--- config.mk ---
export PLATFORM = sky130hd
export DESIGN_NAME = axi_sub_arb_n_flat
export DESIGN_NICKNAME = d
export VERILOG_FILES = /design/src/rtl/axi_sub_arb_n_if.sv /design/src/rtl/axi_sub_arb_n.sv /design/src/flat_wrapper.sv
export SDC_FILE = /design/constraint.sdc
export NUM_CORES = 1
export LEC_CHECK = 0
export CAP_MARGIN = 20
export CORE_AREA = 2 2 194 196
export DETAILED_ROUTE_END_ITERATION = 7
export DIE_AREA = 0 0 196 198
export PLACE_DENSITY = 0.45
export SYNTH_ARGS = -nofsm -noshare
export SYNTH_HDL_FRONTEND = slang
export SYNTH_SLANG_ARGS = --single-unit
--- constraint.sdc ---
create_clock -name clk -period 3.4 [get_ports clk]
set_clock_uncertainty 0.1 [all_clocks]
set_input_delay 0.68 -clock clk [delete_from_list [all_inputs] [get_ports clk]]
set_output_delay 0.68 -clock clk [all_outputs]
set_load 0.02 [all_outputs]
--- src/rtl/axi_sub_arb_n_if.sv ---
// Request and component bundle for the N-way sub-bus arbiter.
// Latency: none, wires only.
// Backpressure: carries req_hld per channel and the component's hld.
interface axi_sub_arb_n_if #(
  parameter int AW   = 32,
  parameter int DW   = 32,
  parameter int BC   = DW / 8,
  parameter int UW   = 32,
  parameter int IW   = 1,
  parameter int NREQ = 3
);
  // requestor side, channel i at [i*W +: W]
  logic [NREQ-1:0]      req_dv;
  logic [NREQ-1:0]      req_write;
  logic [NREQ*AW-1:0]   req_addr;
  logic [NREQ*UW-1:0]   req_user;
  logic [NREQ*IW-1:0]   req_id;
  logic [NREQ*3-1:0]    req_size;
  logic [NREQ-1:0]      req_last;
  logic [NREQ*DW-1:0]   req_wdata;
  logic [NREQ*BC-1:0]   req_wstrb;
  logic [NREQ-1:0]      req_hld;
  logic [NREQ-1:0]      req_err;
  logic [NREQ-1:0]      req_rvld;
  logic [DW-1:0]        req_rdata;

  // component side
  logic                 dv;
  logic                 write;
  logic [AW-1:0]        addr;
  logic [UW-1:0]        user;
  logic [IW-1:0]        id;
  logic [2:0]           size;
  logic                 last;
  logic [DW-1:0]        wdata;
  logic [BC-1:0]        wstrb;
  logic                 hld;
  logic                 rd_err;
  logic                 wr_err;
  logic [DW-1:0]        rdata;

  // arbiter view
  modport slave (
    input  req_dv, req_write, req_addr, req_user, req_id, req_size, req_last,
           req_wdata, req_wstrb,
    output req_hld, req_err, req_rvld, req_rdata,
    output dv, write, addr, user, id, size, last, wdata, wstrb,
    input  hld, rd_err, wr_err, rdata
  );

  // environment view (requestors plus component)
  modport master (
    output req_dv, req_write, req_addr, req_user, req_id, req_size, req_last,
           req_wdata, req_wstrb,
    input  req_hld, req_err, req_rvld, req_rdata,
    input  dv, write, addr, user, id, size, last, wdata, wstrb,
    output hld, rd_err, wr_err, rdata
  );
endinterface

--- src/rtl/axi_sub_arb_n.sv ---
// Round-robin arbiter of NREQ requestor channels onto one sub-bus component.
// Latency: grant and request mux are combinational; read responses return C_LAT cycles after the read beat.
// Backpressure: component hld holds the winner, losers are always held; read return path never stalls.
// Option macro AXI_SUB_ARB_N_BURST_LOCK_EN: keep the grant on one channel from first to last beat.
module axi_sub_arb_n #(
  parameter int AW    = 32,
  parameter int DW    = 32,
  parameter int BC    = DW / 8,
  parameter int UW    = 32,
  parameter int IW    = 1,
  parameter int NREQ  = 3,
  parameter int C_LAT = 0
) (
  input  logic           clk,
  input  logic           rst,
  axi_sub_arb_n_if.slave bus
);

  localparam int NW = (NREQ > 1) ? $clog2(NREQ) : 1;
  localparam logic [NW-1:0] LAST_IDX = NW'(NREQ - 1);

  logic [NW-1:0] rr_ptr_q, rr_ptr_d;
  logic [NW-1:0] search_idx;
  logic          search_hit;
  logic [NW-1:0] winner;
  logic [NW-1:0] owner;
  logic          locked;
  logic          dv_c;
  logic          acc;
  logic          acc_rd;
  logic          ptr_adv;
  logic          tail_vld;
  logic [NW-1:0] tail_idx;
  logic [NREQ-1:0] rvld_c;
  logic [NREQ-1:0] err_c;

  // first requesting channel at or after the round-robin pointer, wrapping
  always_comb begin
    search_idx = '0;
    search_hit = 1'b0;
    for (int k = 0; k < NREQ; k++) begin
      if (!search_hit && bus.req_dv[(int'(rr_ptr_q) + k) % NREQ]) begin
        search_hit = 1'b1;
        search_idx = NW'((int'(rr_ptr_q) + k) % NREQ);
      end
    end
  end

  assign winner = locked ? owner : search_idx;
  // with no request the search falls back to channel 0, so its fields drive the component
  assign dv_c   = locked ? bus.req_dv[winner] : |bus.req_dv;
  assign acc    = dv_c & ~bus.hld;
  assign acc_rd = acc & ~bus.req_write[winner];

`ifdef AXI_SUB_ARB_N_BURST_LOCK_EN
  logic          lock_q, lock_d;
  logic [NW-1:0] owner_q, owner_d;

  // burst lock: pin the grant to the owner from its first accepted beat until its last
  always_comb begin
    lock_d  = lock_q;
    owner_d = owner_q;
    if (acc) begin
      if (bus.req_last[winner]) begin
        lock_d = 1'b0;
      end else begin
        lock_d  = 1'b1;
        owner_d = winner;
      end
    end
  end

  // lock/owner registers; reset abandons any burst in progress
  always_ff @(posedge clk) begin
    if (rst) begin
      lock_q  <= 1'b0;
      owner_q <= '0;
    end else begin
      lock_q  <= lock_d;
      owner_q <= owner_d;
    end
  end

  assign locked  = lock_q;
  assign owner   = owner_q;
  assign ptr_adv = acc & bus.req_last[winner];
`else
  assign locked  = 1'b0;
  assign owner   = '0;
  assign ptr_adv = acc;
`endif

  // pointer moves just past the channel that finished
  always_comb begin
    rr_ptr_d = rr_ptr_q;
    if (ptr_adv) begin
      rr_ptr_d = (winner == LAST_IDX) ? '0 : winner + 1'b1;
    end
  end

  // round-robin pointer register
  always_ff @(posedge clk) begin
    if (rst) begin
      rr_ptr_q <= '0;
    end else begin
      rr_ptr_q <= rr_ptr_d;
    end
  end

  // component request, muxed from the winner
  assign bus.dv    = dv_c;
  assign bus.write = bus.req_write[winner];
  assign bus.addr  = bus.req_addr[int'(winner) * AW +: AW];
  assign bus.user  = bus.req_user[int'(winner) * UW +: UW];
  assign bus.id    = bus.req_id[int'(winner) * IW +: IW];
  assign bus.size  = bus.req_size[int'(winner) * 3 +: 3];
  assign bus.last  = bus.req_last[winner];
  assign bus.wdata = bus.req_wdata[int'(winner) * DW +: DW];
  assign bus.wstrb = bus.req_wstrb[int'(winner) * BC +: BC];

  // only the requesting winner can pass, and only while the component is not holding
  always_comb begin
    for (int i = 0; i < NREQ; i++) begin
      bus.req_hld[i] = bus.hld || (winner != NW'(i)) || !bus.req_dv[i];
    end
  end

  generate
    if (C_LAT > 0) begin : g_rd_pipe
      logic [C_LAT-1:0] pv_q;
      logic [NW-1:0]    pidx_q [C_LAT];

      // read return tracker: shifts every cycle, hld does not stall returning data
      always_ff @(posedge clk) begin
        if (rst) begin
          pv_q <= '0;
          for (int s = 0; s < C_LAT; s++) begin
            pidx_q[s] <= '0;
          end
        end else begin
          pv_q[0]   <= acc_rd;
          pidx_q[0] <= winner;
          for (int s = 1; s < C_LAT; s++) begin
            pv_q[s]   <= pv_q[s-1];
            pidx_q[s] <= pidx_q[s-1];
          end
        end
      end

      assign tail_vld = pv_q[C_LAT-1];
      assign tail_idx = pidx_q[C_LAT-1];
    end else begin : g_rd_comb
      // zero-latency component: the response belongs to this cycle's read beat
      assign tail_vld = acc_rd;
      assign tail_idx = winner;
    end
  endgenerate

  // response and error routing; write and read errors to one channel merge
  always_comb begin
    rvld_c = '0;
    err_c  = '0;
    if (acc && bus.req_write[winner]) begin
      err_c[winner] = bus.wr_err;
    end
    if (tail_vld) begin
      rvld_c[tail_idx] = 1'b1;
      err_c[tail_idx]  = err_c[tail_idx] | bus.rd_err;
    end
    if (rst) begin
      rvld_c = '0;
      err_c  = '0;
    end
  end

  assign bus.req_rvld  = rvld_c;
  assign bus.req_err   = err_c;
  assign bus.req_rdata = bus.rdata;

endmodule

--- src/flat_wrapper.sv ---
// flat-port wrapper written by rule: the top's interface ports become plain ports
module axi_sub_arb_n_flat 
#(
  parameter int AW    = 32,
  parameter int DW    = 32,
  parameter int BC    = DW / 8,
  parameter int UW    = 32,
  parameter int IW    = 1,
  parameter int NREQ  = 3,
  parameter int C_LAT = 0
)
  (clk, rst, bus_req_dv, bus_req_write, bus_req_addr, bus_req_user, bus_req_id, bus_req_size, bus_req_last, bus_req_wdata, bus_req_wstrb, bus_req_hld, bus_req_err, bus_req_rvld, bus_req_rdata, bus_dv, bus_write, bus_addr, bus_user, bus_id, bus_size, bus_last, bus_wdata, bus_wstrb, bus_hld, bus_rd_err, bus_wr_err, bus_rdata);
  axi_sub_arb_n_if #(.AW(AW), .DW(DW), .BC(BC), .UW(UW), .IW(IW), .NREQ(NREQ)) bus_i ();
  input  logic clk;
  input  logic rst;
  input wire logic [$bits(bus_i.req_dv)-1:0] bus_req_dv;
  input wire logic [$bits(bus_i.req_write)-1:0] bus_req_write;
  input wire logic [$bits(bus_i.req_addr)-1:0] bus_req_addr;
  input wire logic [$bits(bus_i.req_user)-1:0] bus_req_user;
  input wire logic [$bits(bus_i.req_id)-1:0] bus_req_id;
  input wire logic [$bits(bus_i.req_size)-1:0] bus_req_size;
  input wire logic [$bits(bus_i.req_last)-1:0] bus_req_last;
  input wire logic [$bits(bus_i.req_wdata)-1:0] bus_req_wdata;
  input wire logic [$bits(bus_i.req_wstrb)-1:0] bus_req_wstrb;
  output wire logic [$bits(bus_i.req_hld)-1:0] bus_req_hld;
  output wire logic [$bits(bus_i.req_err)-1:0] bus_req_err;
  output wire logic [$bits(bus_i.req_rvld)-1:0] bus_req_rvld;
  output wire logic [$bits(bus_i.req_rdata)-1:0] bus_req_rdata;
  output wire logic [$bits(bus_i.dv)-1:0] bus_dv;
  output wire logic [$bits(bus_i.write)-1:0] bus_write;
  output wire logic [$bits(bus_i.addr)-1:0] bus_addr;
  output wire logic [$bits(bus_i.user)-1:0] bus_user;
  output wire logic [$bits(bus_i.id)-1:0] bus_id;
  output wire logic [$bits(bus_i.size)-1:0] bus_size;
  output wire logic [$bits(bus_i.last)-1:0] bus_last;
  output wire logic [$bits(bus_i.wdata)-1:0] bus_wdata;
  output wire logic [$bits(bus_i.wstrb)-1:0] bus_wstrb;
  input wire logic [$bits(bus_i.hld)-1:0] bus_hld;
  input wire logic [$bits(bus_i.rd_err)-1:0] bus_rd_err;
  input wire logic [$bits(bus_i.wr_err)-1:0] bus_wr_err;
  input wire logic [$bits(bus_i.rdata)-1:0] bus_rdata;
  assign bus_i.req_dv = bus_req_dv;
  assign bus_i.req_write = bus_req_write;
  assign bus_i.req_addr = bus_req_addr;
  assign bus_i.req_user = bus_req_user;
  assign bus_i.req_id = bus_req_id;
  assign bus_i.req_size = bus_req_size;
  assign bus_i.req_last = bus_req_last;
  assign bus_i.req_wdata = bus_req_wdata;
  assign bus_i.req_wstrb = bus_req_wstrb;
  assign bus_req_hld = bus_i.req_hld;
  assign bus_req_err = bus_i.req_err;
  assign bus_req_rvld = bus_i.req_rvld;
  assign bus_req_rdata = bus_i.req_rdata;
  assign bus_dv = bus_i.dv;
  assign bus_write = bus_i.write;
  assign bus_addr = bus_i.addr;
  assign bus_user = bus_i.user;
  assign bus_id = bus_i.id;
  assign bus_size = bus_i.size;
  assign bus_last = bus_i.last;
  assign bus_wdata = bus_i.wdata;
  assign bus_wstrb = bus_i.wstrb;
  assign bus_i.hld = bus_hld;
  assign bus_i.rd_err = bus_rd_err;
  assign bus_i.wr_err = bus_wr_err;
  assign bus_i.rdata = bus_rdata;
  axi_sub_arb_n #(.AW(AW), .DW(DW), .BC(BC), .UW(UW), .IW(IW), .NREQ(NREQ), .C_LAT(C_LAT)) u_core (.clk(clk), .rst(rst), .bus(bus_i));
endmodule
### After elaboration in Yosys (flattened, before gate mapping)

Index checks and enable logic that the tools add are counted.

| word-level totals | value |
|---|---|
| flip-flop bits (word level) | 2 |
| bits of input ports | 358 |
| output and inout bits | 148 |
| word-level logic and storage cells | 74 |

| cells by class | value |
|---|---|
| add/sub/neg operators | 3 |
| multiply operators | 1 |
| divide/modulo/power cells | 3 |
| $lt $le $gt $ge | 5 |
| equal/unequal tests | 3 |
| shift operators | 6 |
| multiplexer cells | 29 |
| bitwise logic cells | 6 |
| reductions and logical operators | 17 |

Operators with widths:

| cell | number |
|---|---|
| 96-bit by 8-bit variable part select with 32-bit output | 3 |
| 32-bit by 4-bit less-than comparator with 1-bit output, second input constant | 3 |
| 32-bit by 3-bit remainder unit with 32-bit output, second input constant | 2 |
| 3-bit by 3-bit remainder unit with 32-bit output, second input constant | 1 |
| 9-bit by 32-bit variable part select with 3-bit output | 1 |
| 3-bit two-way mux | 5 |
| 1-bit binary-select mux with 2-bit select | 6 |
| 1-bit two-way mux | 12 |
| 12-bit by 5-bit variable part select with 4-bit output | 1 |
| 2-bit two-way mux | 4 |
| 1-bit logical OR | 6 |
| 1-bit zero test | 5 |
| 1-bit logical AND | 4 |
| 2-bit by 2-bit multiplier with 4-bit output, second input constant | 1 |
| 2-bit by 1-bit adder with 3-bit output, second input constant | 1 |
| 2-bit by 2-bit adder with 3-bit output, second input constant | 1 |
| 3-bit AND | 1 |
| 3-bit bitwise mux | 1 |
| 2-bit by 3-bit less-than comparator with 1-bit output, second input constant | 1 |
| 3-bit OR reduction | 1 |
| 3-bit by 3-bit variable part select with 1-bit output | 1 |
| 2-bit by 1-bit adder with 2-bit output, second input constant | 1 |
| 1-bit AND | 2 |
| 1-bit demux with 2-bit select | 1 |
| other kinds (7) | 8 |

### Logic depth before layout (Yosys ltp)

Gate-level depths: netlist of the first run.

| logic depth | value |
|---|---|
| word-level depth | 23 |
| gate-level depth with buffers | 12 |
| gate-level depth less buffers | 8 |

### Worst setup path before layout of the first run

Ideal clock, no wire load.

| path | value |
|---|---|
| kind | register to output |
| from | register u_core.rr_ptr_q[0] |
| to | output port bus_req_err[1] |
| data arrival time | 2.514 ns |
| data required time | 2.620 ns |
| slack | 0.106 ns |
| stages on the path, launching flop included | 11 |
| path buffers | 2 |
| cells stage by stage | dfxtp_1 > inv_1 > ha_1 > clkbuf_1 > nor2b_1 > o2111ai_1 > nand2_1 > buf_2 > mux2i_1 > mux2i_1 > mux2_1 |

| between the ends | value |
|---|---|
| elaborated cells on any way between the ends | 41 |
| classes of those cells | add/sub (2); div (3); order compare (2); mux (24); bitwise (4); reduce/logical (6) |

RTL lines:

| element | RTL line | source |
|---|---|---|
| start, declared | axi_sub_arb_n.sv:22 | `logic [NW-1:0] rr_ptr_q, rr_ptr_d;` |
| start signal, assigned | axi_sub_arb_n.sv:106 | `rr_ptr_q <= rr_ptr_d;` |
| parallel branches: the longest is 10 deep, another holds 32-bit by 3-bit remainder unit with 32-bit output | - |  |
| 2-bit two-way mux (*) | axi_sub_arb_n.sv:42 | `if (!search_hit && bus.req_dv[(int'(rr_ptr_q) + k) % NREQ]) begin` |
| 1-bit binary-select mux with 2-bit select (*) | - |  |
| 1-bit two-way mux (*) | - |  |
| named net bus_write | flat_wrapper.sv:30 | `output wire logic [$bits(bus_i.write)-1:0] bus_write;` |
| 1-bit logical AND | axi_sub_arb_n.sv:163 | `if (acc && bus.req_write[winner]) begin` |
| 3-bit two-way mux | axi_sub_arb_n.sv:163 |  |
| 1-bit binary-select mux with 2-bit select | axi_sub_arb_n.sv:168 | `err_c[tail_idx] = err_c[tail_idx] \| bus.rd_err;` |
| 1-bit two-way mux (not written as such) | axi_sub_arb_n.sv:168 |  |
| 1-bit bitwise OR | axi_sub_arb_n.sv:168 |  |
| 3-bit bitwise mux | axi_sub_arb_n.sv:168 |  |
| 3-bit two-way mux (*) | axi_sub_arb_n.sv:166 | `if (tail_vld) begin` |
| 3-bit two-way mux (*) | axi_sub_arb_n.sv:170 | `if (rst) begin` |
| end, declared | flat_wrapper.sv:26 | `output wire logic [$bits(bus_i.req_err)-1:0] bus_req_err;` |

Mark *: on every way through the listed nets, which the timed path passes. The select of a mux whose other input is x is not followed.

### Worst setup path after layout of the first run

| path | value |
|---|---|
| from | register u_core.rr_ptr_q[1] |
| to | output port bus_wdata[29] |

| between the ends | value |
|---|---|
| cells in the longest elaborated chain, start to end | 12 |
| elaborated cells on any way between the ends | 24 |
| classes of those cells | add/sub (2); div (3); shift (1); mux (14); reduce/logical (4) |

Ends and longest elaborated chain:

| element | RTL line | source |
|---|---|---|
| parallel branches: the longest is 10 deep, another holds 32-bit by 3-bit remainder unit with 32-bit output | - |  |
| 2-bit two-way mux (*) | axi_sub_arb_n.sv:42 |  |
| 96-bit by 8-bit variable part select with 32-bit output (*) | axi_sub_arb_n.sv:118 | `assign bus.wdata = bus.req_wdata[int'(winner) * DW +: DW];` |
| end, declared | flat_wrapper.sv:36 | `output wire logic [$bits(bus_i.wdata)-1:0] bus_wdata;` |

Every way passes the cells marked *. The select of a mux whose other input is x is not followed.

==> reports/metrics.cfg, run 1 <==
[status]
status = finished, violations left
failed_checks = negative setup slack

[finish]
largest_reg_flops = 2
fillerInstances = 4145
final_util_pct = 23.53
largest-register = u_core.rr_ptr_q
layout.nets = 1300
top_regs = u_core.rr_ptr_q: 2 flops
layout-area-overhead-vs-synth_pct = 196.9
antennaDiodeCount = 0
drive_above_1_share_pct = 28.74

[worst_setup_path]
critical_path.max_fanout = 5
cpPeakStageDelay_ns = 0.36
cp.required_ns = 2.62
worstSetupPathType = register to output pin
critPathCaptureType = output pin
cp-start-kind = register
path_cells = inv_4, ha_4, buf_6, mux2i_4, mux2i_4, nor2b_4, or2_4, buf_6, buf_12, buf_16, buf_8, mux2i_2, o21ai_2, buf_12
worstPathArrival_ns = 2.70
slowest_stage = dfxtp_4

[die]
start_util_pct = 7.926
coreArea_sq_mm = 0.03696
ios = 506
rows = 71
die_w_um = 196
die_h_um = 198
die_area_sq_mm = 0.03881

[placed_design]
preCtsSetupSlack_ns = -0.9350
dp_hpwl_mm = 17.26
globalplace.congestion = 0.7317
io_buffers = 441

[global_route]
use_met2_pct = 17.95
gr-total-overflow = 0
grt-busiest-layer = met2
antenna_found_initial = 1
grt_pass1_wl_mm = 29.21
grt_max_degree = 38
grt_util_met3_pct = 2.436
grt_pass1_vias = 5141
met1_usage_pct = 11.09
grt.total_usage_pct = 9.744

[yosys]
ys_top_cells_by_area = mux2i_1 (38%), o21ai_1 (18%), nand2_1 (15%)
synth_cells = 456
ys_warn_count = 0
synth_common_cells = nand2_1 (114), mux2i_1 (112), o21ai_1 (105)
syn-mean-instance-area_sq_um = 6.423
synth_area_leader_cell = mux2i_1
netlist.area_leader.share_pct = 38.27
synthesis.nets = 818
ys_types = 32
synth.most_common_cell = nand2_1
synth_top_flop_cell = dfxtp_1
ys_ff_latch = 2
ys_seq_area_share_pct = 1.367
synth_edf_count = 0
ys_async_sr_fraction_pct = 0
syn_area_sq_mm = 0.002929

[routing]
post-route-drc-count = 0
firstDrtPassIters = 4
wl_per_cell_um = 15.15
drt-total-wl_mm = 21.36
viasPerCell = 3.584
vias = 5053
drt_iter0_markers = 103
final_antenna_net_count = 0

[hold_path]
min_path_type = register to register

[sta]
finalSetupViolations = 11
timing.fmax_mhz = 287.7
timing.final.crit_share_pct = 102.2
hold_viol_final = 0
max_slew_margin_pct = 80.31
setup_tns_ns = -0.3618
final.min_clock_period_ns = 3.475
drv_slew = 0
grt_setup_unrepaired = true
worst_pin_slew_ns = 0.2928
postLayoutSetupSlackWorst_ns = -0.07543

[clocking]
numCtsBuffers = 3
cts_hold_buf = 0
cts.sinks = 2
cts_root_buffer = clkbuf_16
clk_latency_ns = 0.22
cts_tree = built
htreeDepth = 1
clockBufferDepth = 2
clk_pin_slew_worst_paths_ns = 0.03

[pwr]
sw_frac_of_total_pct = 43.83
p_comb_share_pct = 93.3
p_seq_share_pct = 1.0
internal_power_mw = 1.748
irDropWorstVdd_mv = 0.1534
pwr_density_cell_mw_per_mm2 = 357.8
leakagePower_nw = 3.709
p_sw_mw = 1.364
pwr-share-clk_pct = 5.7

[job]
drv_cap = 0

==> power by group through the flow <==
stage                     Sequential (mW)  Combinational [mW]  Clock [mW]
final                              0.0321                2.90       0.176
after global routing               0.0327                3.10       0.184
after CTS                          0.0322                2.79       0.181
after detailed placement           0.0299                2.63           0
after global placement             0.0298                2.64           0
after floorplan                    0.0291                1.26           0
==> layout by cell type (no fill, tap or decap), drive strengths merged <==
cell type        n
dfxtp            2
nand3            2
clkbuf          29
mux2             2
mux2i          112
a21boi           2
dlygate4sd2      2
a31o             1
nand4bb          1
and2             4
clkdlybuf4s15    1
o31ai            1
nor2b            4
a211o            1
a22oi            1
ha               4
o21a             1
buf            194
a221oi           1
nand2b           4
clkdlybuf4s50  323
nand2          114
nand4b           1
o21ai          106
o2111ai          2
nor2             8
inv              5
a311oi           1
a21oi            3
or2              1
or3              3
==> metal layers <==
metal	share of wire [%]	wire length (um)	vias to the layer above
li1	-	-	2532
met5	0.094	20	-
met1	39	8353	2219
met3	8.1	1731	30
met2	50	10740	270
met4	2.4	516	2
==> area by class of cell <==
type | instances | area [sq um] | area share, %
Clock buffer | 3 | 75.07 | 0.8632
Inverter | 5 | 21.27 | 0.2446
Multi-Input combinational cell | 380 | 2674 | 30.74
Sequential cell | 2 | 47.55 | 0.5467
Tap cell | 474 | 593.1 | 6.819
Timing Repair Buffer | 546 | 5286 | 60.78
==> cell families after synthesis <==
family,after synthesis,share of synthesized area (%)
simple gates,142,20.08
flops,2,1.367
buf+inv,74,15.89
fa+ha+maj,4,1.709
mux,114,39.04
compound gates,120,21.91
==> final timing paths <==
path,start,endpoint,slack (ns),cells after the start
setup / recovery,u_core.rr_ptr_q[1]$_SDFFE_PP0P_,bus_wdata[29],-0.08,14
setup reg to reg,u_core.rr_ptr_q[1]$_SDFFE_PP0P_,u_core.rr_ptr_q[1]$_SDFFE_PP0P_,1.27,13
hold / removal,u_core.rr_ptr_q[1]$_SDFFE_PP0P_,u_core.rr_ptr_q[1]$_SDFFE_PP0P_,0.41,2
hold reg to reg,u_core.rr_ptr_q[1]$_SDFFE_PP0P_,u_core.rr_ptr_q[1]$_SDFFE_PP0P_,0.41,2
==> worst max-delay path, delay by kind of cell, from the launching register on <==
kind	cells	cell delay (ns)
mux	3	0.49
compound gates	1	0.22
buf+inv	7	0.88
fa+ha+maj	1	0.13
flops	1	0.36
simple gates	2	0.40
==> per-stage QoR <==
stage	total power [mW]	cells	hold slack, ns	area, sq um
final	3.111	1410	0.4066	8697
after global routing	3.313	1410	0.4369	8697
after CTS	3.004	1400	0.4076	8516
after detailed placement	2.660	1379	0.3979	8188
after global placement	2.673	1379	0.3935	8188
after floorplan	1.285	456	0.3587	2929
==> repair_timing <==
action	in CTS	in global routing
pin swaps	12	23
resized for setup	430	125
gates cloned	5	1
endpoints found under the setup margin	115	111
setup buffers	16	12
No activity file was read; power rests on OpenSTA's default activity.
==> run 2, diff against run 1 <==
--- a/config.mk
+++ b/config.mk
@@ -6,9 +6,9 @@
 export NUM_CORES = 1
 export LEC_CHECK = 0
 export CAP_MARGIN = 20
-export CORE_AREA = 2 2 194 196
+export CORE_AREA = 2 2 198 200
 export DETAILED_ROUTE_END_ITERATION = 7
-export DIE_AREA = 0 0 196 198
+export DIE_AREA = 0 0 200 202
 export PLACE_DENSITY = 0.45
 export SYNTH_ARGS = -nofsm -noshare
 export SYNTH_HDL_FRONTEND = slang
==> constraint.sdc (replaced) <==
create_clock -name clk -period 3 [get_ports clk]
set_clock_uncertainty 0.1 [all_clocks]
set_input_delay 0.6 -clock clk [delete_from_list [all_inputs] [get_ports clk]]
set_output_delay 0.6 -clock clk [all_outputs]
set_load 0.02 [all_outputs]
==> reports/metrics.cfg, run 2 (synthesis results as in run 1) <==
[routing]
final_antenna_net_count = 0
firstDrtPassIters = 4
wl_per_cell_um = 15.33
post-route-drc-count = 0
viasPerCell = 3.474
drt-total-wl_mm = 22.24
vias = 5041
drt_iter0_markers = 149

[sta]
final.min_clock_period_ns = 3.323
timing.final.crit_share_pct = 110.8
hold_ws_ns = 0.3931
grt_setup_unrepaired = true
setup_tns_ns = -24.18
finalSetupViolations = 113
postLayoutSetupSlackWorst_ns = -0.3232
drv_slew = 0
hold_viol_final = 0
worst_pin_slew_ns = 0.3054
max_slew_margin_pct = 79.06
timing.fmax_mhz = 300.9

[global_route]
gr-total-overflow = 0
grt_util_met3_pct = 1.669
antenna_found_initial = 3
grt.total_usage_pct = 9.986
grt_max_degree = 40
grt_pass1_wl_mm = 30.57
met1_usage_pct = 12.17
use_met2_pct = 18.03
grt_pass1_vias = 5026
grt-busiest-layer = met2

[worst_setup_path]
worstPathArrival_ns = 2.62
critPathCaptureType = output pin
worstSetupPathType = register to output pin
critical_path.max_fanout = 8
cp.required_ns = 2.30
cp-start-kind = register

[job]
drv_cap = 0

[clocking]
numCtsBuffers = 3
htreeDepth = 1
cts_tree = built
cts_root_buffer = clkbuf_16
clockBufferDepth = 2
clk_latency_ns = 0.22
cts.sinks = 2
cts_hold_buf = 0
clk_pin_slew_worst_paths_ns = 0.03

[die]
ios = 506
die_w_um = 200
die_area_sq_mm = 0.04040
coreArea_sq_mm = 0.03829
die_h_um = 202
start_util_pct = 7.650
rows = 72

[finish]
top_regs = u_core.rr_ptr_q: 2 flops
final_common_cell = clkdlybuf4s50_1
largest-register = u_core.rr_ptr_q
fin_cells = 1451
drive_above_1_share_pct = 33.15
layout_common_cells = clkdlybuf4s50_1 (323), nand2_1 (113), buf_4 (86)
largest_reg_flops = 2
layout.nets = 1296
stdcell_area_sq_mm = 0.009104
layout-area-overhead-vs-synth_pct = 210.8

[placed_design]
globalplace.congestion = 0.8146
dp_hpwl_mm = 17.80
placed_cells = 1409
placed_cell_area_sq_mm = 0.008327
io_buffers = 441
preCtsSetupSlack_ns = -1.136

[pwr]
irDropWorstVdd_mv = 0.1424
pwr_density_cell_mw_per_mm2 = 405.4
leakagePower_nw = 3.727

[status]
failed_checks = negative setup slack
status = finished, violations left

[hold_path]
min_path_type = register to register

[run 2: cell types whose count changed in the layout (fill, tap and decap cells not counted), sizes merged]
cell and delta:
clkbuf -25, bufbuf +3, diode +1, buf +16, clkdlybuf4s15 +2
[run 2: final cells by class]
cell class | instances | area, sq um
multi-input cells | 380 | 2937
clock buffers | 3 | 75.07
flip-flops and latches | 2 | 47.55
well taps | 518 | 648.1
diodes | 1 | 2.502
inverters | 5 | 21.27
repair buffers | 542 | 5373
fillers | 4235 | 29180
[run 2: routing by layer]
metal / part of all wire, % / vias to the layer above
met5: 0.099 / -
met4: 1.7 / 4
met3: 8.9 / 28
met2: 51 / 241
met1: 39 / 2237
li1: - / 2531
[run 2: per-stage QoR]
stage	power, mW	utilization, %
floorplan	1.530	-
global placement	3.021	21.75
detailed placement	3.023	21.75
CTS	3.507	22.77
global route	3.907	23.78
finish	3.691	23.78
[run 2: critical path: stages, from the launching register on]
cell and delay, ns:
dfxtp_4 0.36, inv_2 0.04, ha_2 0.19, mux2_2 0.26
a31o_1 0.20, a311oi_2 0.24, or2_4 0.22, buf_12 0.16
buf_12 0.15, buf_4 0.12, mux2i_1 0.17, o21ai_1 0.11
buf_4 0.17
[run 2: worst paths after layout]
| kind | start | to | slack [ns] | cells past startpoint |
|---|---|---|---|---|
| max | u_core.rr_ptr_q[0]$_SDFFE_PP0P_ | bus_user[5] | -0.32 | 12 |
| min | u_core.rr_ptr_q[1]$_SDFFE_PP0P_ | u_core.rr_ptr_q[1]$_SDFFE_PP0P_ | 0.39 | 2 |
| max reg2reg | u_core.rr_ptr_q[0]$_SDFFE_PP0P_ | u_core.rr_ptr_q[1]$_SDFFE_PP0P_ | 0.73 | 12 |
| min reg2reg | u_core.rr_ptr_q[1]$_SDFFE_PP0P_ | u_core.rr_ptr_q[1]$_SDFFE_PP0P_ | 0.39 | 2 |
[run 2: timing repair]
action                                  CTS  global route
gates cloned                              7             0
resized for setup                       580            69
endpoints found under the setup margin  115           115
pin swaps                                 5            12
buffers inserted                         19            16
endpoints found under the hold margin     0             0
[run 2: where the power goes]
group	leakage [nW]	internal, mW	switching, mW
Combinational	3.67	1.90	1.55
Clock	0.0370	0.170	0.0312
Sequential	0.0178	0.0306	0.00478
Total	3.73	2.10	1.59
==> run 3, diff against run 2 <==
--- a/config.mk
+++ b/config.mk
@@ -6,10 +6,10 @@
 export NUM_CORES = 1
 export LEC_CHECK = 0
 export CAP_MARGIN = 20
-export CORE_AREA = 2 2 198 200
+export CORE_AREA = 5 5 195 197
 export DETAILED_ROUTE_END_ITERATION = 7
 export DIE_AREA = 0 0 200 202
-export PLACE_DENSITY = 0.45
+export PLACE_DENSITY = 0.47
 export SYNTH_ARGS = -nofsm -noshare
 export SYNTH_HDL_FRONTEND = slang
 export SYNTH_SLANG_ARGS = --single-unit
==> reports/metrics.cfg, run 3 (synthesis results as in run 1) <==
[finish]
layout-area-overhead-vs-synth_pct = 219.4
top_regs = u_core.rr_ptr_q: 2 flops
largest_reg_flops = 2
layout.nets = 1320
final_common_cell = clkdlybuf4s50_1
fillerInstances = 3927
drive_above_1_share_pct = 35.88
layout_common_cells = clkdlybuf4s50_1 (323), nand2_1 (113), buf_4 (96)
largest-register = u_core.rr_ptr_q
fin_cells = 1424
antennaDiodeCount = 0

[global_route]
grt_max_degree = 30
antenna_found_initial = 0
use_met2_pct = 19.54
grt_pass1_wl_mm = 32.46
gr-total-overflow = 0
grt.total_usage_pct = 10.37
grt_pass1_vias = 5546
grt_util_met3_pct = 1.934
grt-busiest-layer = met2
met1_usage_pct = 12.22

[clocking]
cts_tree = built
clk_pin_slew_worst_paths_ns = 0.03
cts.sinks = 2
clk_latency_ns = 0.22
clockBufferDepth = 2
numCtsBuffers = 3
htreeDepth = 1
cts_root_buffer = clkbuf_16

[routing]
viasPerCell = 3.617
drt-total-wl_mm = 24.07
vias = 5151
post-route-drc-count = 0
final_antenna_net_count = 0
firstDrtPassIters = 5
drt_iter0_markers = 113
wl_per_cell_um = 16.90

[sta]
timing.fmax_mhz = 295.0
drv_slew = 0
max_slew_margin_pct = 79.34
timing.final.crit_share_pct = 113.0
finalSetupViolations = 112
grt_setup_unrepaired = true
final.min_clock_period_ns = 3.389
worst_pin_slew_ns = 0.3013
hold_viol_final = 0
postLayoutSetupSlackWorst_ns = -0.3894

[hold_path]
holdPathStages = 2
hold_end = u_core.rr_ptr_q[1]$_SDFFE_PP0P_
min_path_type = register to register
holdCritStartpoint = u_core.rr_ptr_q[1]$_SDFFE_PP0P_

[pwr]
p_sw_mw = 1.661
leakagePower_nw = 3.861
sw_frac_of_total_pct = 42.63
pwr-share-clk_pct = 5.1
p_seq_share_pct = 0.9
total_power_mw = 3.896
pwr_density_cell_mw_per_mm2 = 416.5
irDropWorstVdd_mv = 0.2382
p_comb_share_pct = 94.0
internal_power_mw = 2.235

[placed_design]
dp_hpwl_mm = 18.49
placed_cells = 1370
globalplace.congestion = 0.8091
io_buffers = 441

[die]
rows = 70
die_area_sq_mm = 0.04040
ios = 506
die_w_um = 200
coreArea_sq_mm = 0.03608
die_h_um = 202
start_util_pct = 8.117

[worst_setup_path]
worstSetupPathType = register to output pin
cp.required_ns = 2.30
r2r_slack_ns = 0.74
worst_r2r_path_depth = 12
r2r_start = u_core.rr_ptr_q[0]$_SDFFE_PP0P_
critPathCaptureType = output pin
critical_path.max_fanout = 11
worstPathArrival_ns = 2.69
timing.rr.end = u_core.rr_ptr_q[1]$_SDFFE_PP0P_
cp-start-kind = register

[status]
failed_checks = negative setup slack
status = finished, violations left

[job]
drv_cap = 0

[run 3: changes by cell type in the layout (fill, tap and decap cells not counted), moves of 5 or more]
| cell | previous run | this run |
|---|---|---|
| buf_6 | 35 | 57 |
| buf_2 | 55 | 48 |
| mux2i_2 | 18 | 28 |
| buf_4 | 86 | 96 |
| mux2i_1 | 77 | 69 |
| buf_8 | 8 | 13 |
[run 3: final cells by class]
cell class | count | area (sq um) | area share, %
clock buffer | 3 | 75.07 | 0.8025
timing repair buffer | 566 | 5645 | 60.35
inverter | 5 | 18.77 | 0.2006
tap | 468 | 585.6 | 6.259
sequential | 2 | 45.04 | 0.4815
multi-input combinational | 380 | 2985 | 31.91
[run 3: worst max path at each step]
stage | start | endpoint | slack, ns
3_3_place_gp | bus_req_dv[0] | bus_wdata[12] | -1.10
5_1_grt | u_core.rr_ptr_q[0]$_SDFFE_PP0P_ | bus_user[26] | -0.54
2_1_floorplan | u_core.rr_ptr_q[0]$_SDFFE_PP0P_ | bus_req_err[1] | 0.01
6_report | u_core.rr_ptr_q[0]$_SDFFE_PP0P_ | bus_wdata[16] | -0.39
4_1_cts | u_core.rr_ptr_q[0]$_SDFFE_PP0P_ | bus_wdata[12] | -0.46
3_5_place_dp | bus_req_dv[0] | bus_wdata[12] | -1.11
[run 3: power by group through the flow]
stage	clock network (mW)	registers (mW)	logic (mW)
after detailed placement	0	0.0346	3.02
after CTS	0.202	0.0337	3.46
final	0.199	0.0340	3.66
after floorplan	0	0.0336	1.50
after global placement	0	0.0345	3.01
after global routing	0.206	0.0345	3.89
[run 3: critical path, stage by stage (launching register included)]
cell,delay [ns]
dfxtp_2,0.31
buf_6,0.12
ha_4,0.17
mux2_4,0.25
a31o_1,0.20
a311oi_2,0.25
or2_4,0.24
buf_8,0.12
buf_12,0.14
buf_12,0.16
mux2i_1,0.22
o21ai_1,0.09
buf_2,0.16
[run 3: routing by layer]
metal  vias up  wire, um  share of wire, %
met2       233     12330                51
met1      2317      9574                40
met5         -         0                 0
li1       2578         -                 -
met4         0       276               1.1
met3        23      1883               7.8
[run 3: what timing repair did]
| action | 4_1_cts | 5_1_grt |
|---|---|---|
| setup buffers | 36 | 23 |
| pin swaps | 9 | 25 |
| gates cloned | 8 | 2 |
| hold buffers | 0 | 0 |
| gates resized for setup | 607 | 110 |
| endpoints found under the setup margin | 115 | 115 |
[run 3: through the flow]
stage / cell area, sq um / setup WS (ns) / util [%] / hold WS, ns / setup TNS, ns
floorplan: 3087 / 0.009659 / - / 0.3443 / 0
CTS: 8896 / -0.4603 / 24.65 / 0.3930 / -39.17
finish: 9355 / -0.3894 / 25.93 / 0.4021 / -29.15
global route: 9355 / -0.5372 / 25.93 / 0.4395 / -43.72
global placement: 8317 / -1.097 / 23.05 / 0.3836 / -112.45
detailed placement: 8317 / -1.108 / 23.05 / 0.3821 / -113.14
